[src/rtl/cart_bus_arbiter.sv]
// Two-requester (core / debug) arbiter for the cartridge bus with programmable
// setup, strobe and hold phases; one transaction at a time, arbitrated only in IDLE.
module cart_bus_arbiter #(
  parameter int SETUP_CYC  = 2,
  parameter int STROBE_CYC = 4,
  parameter int HOLD_CYC   = 1
) (
  input  logic        clk,
  input  logic        rst_n,
  input  logic        halt,
  input  logic        core_req,
  input  logic        core_we,
  input  logic [15:0] core_addr,
  input  logic [7:0]  core_wdata,
  output logic        core_ack,
  output logic [7:0]  core_rdata,
  input  logic        dbg_req,
  input  logic        dbg_we,
  input  logic [15:0] dbg_addr,
  input  logic [7:0]  dbg_wdata,
  output logic        dbg_ack,
  output logic [7:0]  dbg_rdata,
  output logic [15:0] bus_a,
  output logic [7:0]  bus_dout,
  input  logic [7:0]  bus_din,
  output logic        bus_oe,
  output logic        bus_rd,
  output logic        bus_wr,
  output logic        bus_cs
);

  typedef enum logic [1:0] {IDLE, SETUP, STROBE, HOLD} state_t;

  localparam logic [3:0] SETUP_LD  = 4'(SETUP_CYC - 1);
  localparam logic [3:0] STROBE_LD = 4'(STROBE_CYC - 1);
  localparam logic [3:0] HOLD_LD   = 4'(HOLD_CYC - 1);

  state_t      state_q, state_d;
  logic [3:0]  cnt_q, cnt_d;
  logic [15:0] addr_q, addr_d;
  logic [7:0]  dout_q, dout_d;
  logic        we_q, we_d;
  logic        gnt_dbg_q, gnt_dbg_d;
  logic [7:0]  core_rdata_q, core_rdata_d;
  logic [7:0]  dbg_rdata_q, dbg_rdata_d;
  logic        pick_dbg;

  // Debug wins when it is the only requester, or when the core is halted.
  assign pick_dbg = dbg_req && (halt || !core_req);

  always_comb begin
    state_d      = state_q;
    cnt_d        = cnt_q;
    addr_d       = addr_q;
    dout_d       = dout_q;
    we_d         = we_q;
    gnt_dbg_d    = gnt_dbg_q;
    core_rdata_d = core_rdata_q;
    dbg_rdata_d  = dbg_rdata_q;
    case (state_q)
      IDLE: begin
        if (core_req || dbg_req) begin
          gnt_dbg_d = pick_dbg;
          addr_d    = pick_dbg ? dbg_addr  : core_addr;
          we_d      = pick_dbg ? dbg_we    : core_we;
          dout_d    = pick_dbg ? dbg_wdata : core_wdata;
          state_d   = SETUP;
          cnt_d     = SETUP_LD;
        end
      end
      SETUP: begin
        if (cnt_q == 4'd0) begin
          state_d = STROBE;
          cnt_d   = STROBE_LD;
        end else begin
          cnt_d = cnt_q - 4'd1;
        end
      end
      STROBE: begin
        if (cnt_q == 4'd0) begin
          if (!we_q) begin
            if (gnt_dbg_q) dbg_rdata_d  = bus_din;
            else           core_rdata_d = bus_din;
          end
          state_d = HOLD;
          cnt_d   = HOLD_LD;
        end else begin
          cnt_d = cnt_q - 4'd1;
        end
      end
      HOLD: begin
        if (cnt_q == 4'd0) begin
          state_d = IDLE;
          cnt_d   = 4'd0;
        end else begin
          cnt_d = cnt_q - 4'd1;
        end
      end
      default: begin
        state_d = IDLE;
        cnt_d   = 4'd0;
      end
    endcase
  end

  always_ff @(posedge clk or negedge rst_n) begin
    if (!rst_n) begin
      state_q      <= IDLE;
      cnt_q        <= 4'd0;
      addr_q       <= 16'h0000;
      dout_q       <= 8'h00;
      we_q         <= 1'b0;
      gnt_dbg_q    <= 1'b0;
      core_rdata_q <= 8'h00;
      dbg_rdata_q  <= 8'h00;
    end else begin
      state_q      <= state_d;
      cnt_q        <= cnt_d;
      addr_q       <= addr_d;
      dout_q       <= dout_d;
      we_q         <= we_d;
      gnt_dbg_q    <= gnt_dbg_d;
      core_rdata_q <= core_rdata_d;
      dbg_rdata_q  <= dbg_rdata_d;
    end
  end

  logic active;
  logic last_hold;
  assign active    = (state_q != IDLE);
  assign last_hold = (state_q == HOLD) && (cnt_q == 4'd0);

  assign bus_a      = addr_q;
  assign bus_dout   = dout_q;
  assign bus_rd     = !we_q && ((state_q == SETUP) || (state_q == STROBE));
  assign bus_wr     = we_q && (state_q == STROBE);
  assign bus_oe     = we_q && active;
  assign bus_cs     = active && (addr_q[15:13] == 3'b101);
  assign core_ack   = last_hold && !gnt_dbg_q;
  assign dbg_ack    = last_hold && gnt_dbg_q;
  assign core_rdata = core_rdata_q;
  assign dbg_rdata  = dbg_rdata_q;

endmodule

[config.mk]
export PLATFORM = sky130hd
export DESIGN_NAME = cart_bus_arbiter
export DESIGN_NICKNAME = d
export VERILOG_FILES = /design/src/rtl/cart_bus_arbiter.sv
export SDC_FILE = /design/constraint.sdc
export NUM_CORES = 1
export LEC_CHECK = 0
export CORE_ASPECT_RATIO = 0.8
export CORE_MARGIN = 3
export CORE_UTILIZATION = 41
export DETAILED_ROUTE_END_ITERATION = 12
export GPL_TIMING_DRIVEN = 0
export PLACE_DENSITY_LB_ADDON = 0.05
export SYNTH_ARGS = -nofsm -noshare
export SYNTH_HDL_FRONTEND = slang
export SYNTH_SLANG_ARGS = --single-unit
[constraint.sdc]
create_clock -name clk -period 5.1 [get_ports clk]
set_input_delay 0.51 -clock clk [delete_from_list [all_inputs] [get_ports clk]]
set_output_delay 0.51 -clock clk [all_outputs]
set_load 0.01 [all_outputs]
==> impl_metrics.toml, run 1 <==
[status]
status = "finished, final reports clean"

[timing]
period_share = 0.5163
tightestPinTransition_ps = 888.0
worst_clock_skew_ps = 7.423
hold_violations = 0
slew_viol_final = 0
whs_ps = 141.1
min_period_ps = 2633
fmax_mhz = 379.8
tns_ps = 0
relSlewSlack = 0.4067
finalSetupViolCount = 0
rsz0062_at_grt = "false"

[logic_synthesis]
synth_ff_type = "dfrtp_1"
synth_edf_count = 0
ys_ff_latch = 48
syn_avg_cell_area_sq_um = 10.62
syn_inst = 226
syn-num-nets = 294
yosys_warnings = 0
ys_types = 31
async_flop_share = 1.000
mappedNetlistArea_sq_um = 2400
synth_seq_area_share = 0.5005

[route]
drc_errors = 0
drtIter0Drc = 83
ant_nets = 0
first_pass_iters = 4
vias_per_cell = 5.174
wl_mm = 6.626
routedWlPerCell_microns = 15.78
dr_total_vias = 2173

[finish]
final_util = 0.6660
syn_to_final_growth_pct = 54.17
layout_common_cells = "clkdlybuf4s50_1, dfrtp_1, nor2_1"
final_common_cell = "clkdlybuf4s50_1"
final-seq-area_sq_um = 1201
drive_gt1_frac = 0.09942
fillerInstances = 457
fin_nets = 409
n_antenna_cell = 0
final_cell_count_no_fill = 420
multi_input_area_sq_um = 1097

[power_and_ir_drop]
clock_power_share = 0.142
powerDensity_nw_per_um2 = 536.9
switching_share = 0.3447
p_int_mw = 1.302
peakVddDrop_mv = 0.1996
power.total_mw = 1.986
p_sw_uw = 684.8
combPwrFrac = 0.515
p_leak_nw = 1.469
power_frac_seq = 0.343

[critical_path]
arrival_ps = 2120
start_kind = "register"
timing_worst_setup_path_type = "reg -> out"
critical_path.max_fanout = 8
worst_ep_required_time_ps = 4590
critPathCaptureType = "output port"

[placement]
dp.final_hpwl_mm = 4.945
io_buffers = 107
routabilityCongestion = 0.7674
dp.cells = 412

[cts]
clkSinkCount = 48
numCtsBuffers = 5
cts.reportedPaths.clkPinSlew_ps = 90
post_cts_buffers = 0
clkLatencyLatePin_ps = 300
cts_buffer_depth = 2
htree_levels = 2
cts_tree = "yes"
cts_resized = 0
hold_buffers = 0
root_buffer = "clkbuf_8"

[run]
max_cap_violations = 0

[global_route]
overflow = 0
grt_pass1_vias = 2116
grt_first_pass_wirelength_mm = 10.59
grtUsageTotal = 0.1969
grt_max_degree = 31
grt_antenna_before_repair = 0

[floorplan]
die_h_microns = 74.43
die_w_microns = 91.54
start_util = 0.4320
num_io_pins = 109
dieArea_sq_um = 6813
rows = 24
core-area_sq_um = 5555

[min_path]
hold_path.class = "in -> async"
==> flip-flops by register name, indices dropped and copies added, names as in the netlist <==
register    flops
bus_a          16
bus_dout        8
core_rdata      8
dbg_rdata       8
cnt_q           4
state_q         2
gnt_dbg_q       1
we_q            1
==> worst max-delay path, stage by stage, from the launching register on <==
cell	delay (ps)
dfrtp_1	380
buf_6	130
nor4_1	490
nand2_1	140
nor2_1	120
clkdlybuf4s50_1	550
==> per-stage QoR <==
step	worst slack (ps)	area (sq um)
2_1_floorplan	3026	2400
3_3_place_gp	2066	3568
3_5_place_dp	2612	3583
4_1_cts	2448	3700
5_1_grt	2361	3700
6_report	2467	3700
==> cells in the mapped netlist (2+ instances only) <==
cell type | number | share of area
dfrtp_1 | 48 | 0.50
nor2_1 | 29 | 0.045
o21ai_0 | 27 | 0.056
a31oi_1 | 25 | 0.065
nand3b_1 | 25 | 0.078
clkbuf_1 | 16 | 0.025
mux2_2 | 9 | 0.042
mux2_4 | 8 | 0.050
ha_1 | 5 | 0.026
inv_1 | 5 | 0.0078
nor2b_1 | 3 | 0.0078
nor3_1 | 3 | 0.0063
buf_6 | 2 | 0.0094
mux2i_1 | 2 | 0.0083
nand2_1 | 2 | 0.0031
o21a_1 | 2 | 0.0063
==> power groups by stage <==
stage	Clock (mW)	Sequential [mW]	Combinational (mW)
4_1_cts	0.292	0.680	1.03
3_3_place_gp	0	0.680	1.02
5_1_grt	0.307	0.706	1.12
2_1_floorplan	0	0.745	0.442
3_5_place_dp	0	0.686	1.03
6_report	0.282	0.682	1.02
==> worst paths after layout <==
| check | to | slack (ps) | cells past startpoint | startpoint |
|---|---|---|---|---|
| max | core_ack | 2470 | 5 | cnt_q[0] |
| min | state_q[1] | 140 | 1 | rst_n |
| max reg2reg | state_q[1] | 2750 | 5 | state_q[0] |
| min reg2reg | core_rdata[0] | 510 | 1 | core_rdata[0] |
| max in group asynchronous | bus_a[0] | 4440 | 2 | rst_n |
| min in group clk | core_rdata[0] | 510 | 1 | core_rdata[0] |
==> cell families after synthesis <==
family                     synth area share
buffers and inverters               0.04223
and+or+nand+nor                      0.1778
adders and majority gates           0.02607
DFF                                  0.5005
AOI/OAI and AO/OA                    0.1491
muxes                                0.1006
xor gates and xnor gates           0.003650
==> layer usage <==
layer  global-route usage  wire length, microns  share of wire
met1               0.2641                  2899           0.44
met2               0.3158                  3178           0.48
met3              0.05966                   491          0.074
met4              0.05017                    57         0.0086
met5                    0                     0              0
==> layout make-up <==
cell class / count / share of cell area
Sequential cell: 48 / 0.3247
Multi-Input combinational cell: 155 / 0.2966
Timing Repair Buffer: 108 / 0.2935
Tap cell: 78 / 0.02638
Buffer: 18 / 0.02232
Clock buffer: 5 / 0.01860
Clock inverter: 3 / 0.01285
Inverter: 5 / 0.005073
No activity file was read; power rests on OpenSTA's default activity.
==> inputs of run 2 (changes only) <==
CORE_UTILIZATION = 38   (was 41)
clock period = 2.4 ns   (was 5.1 ns; I/O delays follow)
==> run 2 against run 1 <==
Worst hold slack gained 300 ps. Sequential cell count is the same. Final cell count grew 0.95%. Largest power group unchanged. Highest routed layer unchanged. Global-route usage shrank 1.5 points. Sequential share of layout area shrank 0.30 points.
==> impl_metrics.toml, run 2 (same netlist as run 1, synthesis figures left out) <==
[finish]
syn_to_final_growth_pct = 55.63
layout_common_cells = "clkdlybuf4s50_1, dfrtp_1, nor2_1"
n_antenna_cell = 0
fin_nets = 410
largest_reg_flops = 16
final_common_cell = "clkdlybuf4s50_1"
drive_gt1_frac = 0.1050

[route]
vias_per_cell = 5.045
routedWlPerCell_microns = 15.47
dr_total_vias = 2139
first_pass_iters = 4
ant_nets = 0
wl_mm = 6.561
drtIter0Drc = 70
drc_errors = 0

[floorplan]
die_w_microns = 94.85
start_util = 0.3996
core-area_sq_um = 6006
num_io_pins = 109
die_h_microns = 77.08
rows = 25
dieArea_sq_um = 7311

[timing]
finalSetupViolCount = 0
whs_ps = 441.9
rsz0062_at_grt = "false"
fmax_mhz = 440.9
setup_ws_ps = 131.7
tightestPinTransition_ps = 589.8
worst_clock_skew_ps = 7.633
min_period_ps = 2268
relSlewSlack = 0.6051
slew_viol_final = 0
period_share = 0.9451
hold_violations = 0

[global_route]
overflow = 0
grt_antenna_before_repair = 0
grt_max_degree = 28
grt_first_pass_wirelength_mm = 10.63
grtUsageTotal = 0.1822
grt_pass1_vias = 2144

[power_and_ir_drop]
powerDensity_nw_per_um2 = 1135
peakVddDrop_mv = 0.4471
p_leak_nw = 1.482

[placement]
io_buffers = 107
routabilityCongestion = 0.7481
pre_cts_slack_ps = 111.2
dp.final_hpwl_mm = 4.937

[critical_path]
start_kind = "register"
slowest_stage = "clkdlybuf4s50_1"
critical_path.max_fanout = 5
worst_ep_required_time_ps = 2160
critPathMaxStageDelay_ps = 600
timing_worst_setup_path_type = "reg -> out"
cp_cell_sequence = "inv_1, ha_1, nor4bb_1, clkdlybuf4s50_1"
arrival_ps = 2030
critPathCaptureType = "output port"

[status]
status = "finished, final reports clean"

[run]
max_cap_violations = 0

[cts]
numCtsBuffers = 5
post_cts_buffers = 0
htree_levels = 2
cts_tree = "yes"
cts_buffer_depth = 2
cts.reportedPaths.clkPinSlew_ps = 90
clkSinkCount = 48
clkLatencyLatePin_ps = 290
root_buffer = "clkbuf_8"

[min_path]
hold_path.class = "in -> reg"
run 2: where the power goes:
group	total, mW	switching, mW	internal [mW]
Sequential	1.44	0.237	1.20
Clock	0.633	0.265	0.368
Combinational	2.17	0.912	1.26
Total	4.24	1.41	2.83
run 2: worst max-delay path, delay by kind of cell, from the launching register on:
kind,cells,cell delay (ps)
buf+inv,2,700
flops,1,400
simple gates,1,360
fa+ha+maj,1,280
run 2: stage by stage:
step           instance area (sq um)  std cells  power [mW]  setup TNS (ps)  utilization
5_1_grt                         3735        424       4.557               0       0.6219
3_3_place_gp                    3572        414       3.610          -18290       0.5948
4_1_cts                         3724        424       4.292               0       0.6200
2_1_floorplan                   2400        226       2.522               0            -
3_5_place_dp                    3587        415       3.639               0       0.5973
6_report                        3735        424       4.241               0       0.6219
run 2: cell type report:
| class | instances | area [sq um] |
|---|---|---|
| clock inverters | 1 | 30.03 |
| well taps | 81 | 101.3 |
| repair buffers | 109 | 1096 |
| multi-input cells | 155 | 1109 |
| inverters | 5 | 18.77 |
| clock buffers | 7 | 96.34 |
| flip-flops and latches | 48 | 1201 |
| fillers | 528 | 2271 |
| plain buffers | 18 | 82.58 |
run 2: repair_timing:
item,CTS,global route
resized for setup,0,2
endpoints found under the hold margin,21,0
hold buffers,1,0
setup endpoints to repair,0,2
run 2: routing by layer:
layer,vias to the layer above,GRT usage,part of all wire
li1,1043,-,-
met1,1028,0.2369,0.44
met2,66,0.2977,0.48
met3,2,0.06667,0.082
met4,0,0.02305,0.0029
met5,-,0,0
run 2: path summary, 6_finish.rpt:
kind                                    start             to  slack [ps]  cells past startpoint
worst min-delay path                  dbg_req       bus_a[9]         440                      3
max in group asynchronous               rst_n    bus_dout[4]        1420                      3
worst max register to register       cnt_q[0]   dbg_rdata[7]         270                      5
worst min register to register  core_rdata[5]  core_rdata[5]         510                      1
min in group asynchronous               rst_n     state_q[0]         450                      2
worst max-delay path               state_q[0]         bus_cs         130                      4
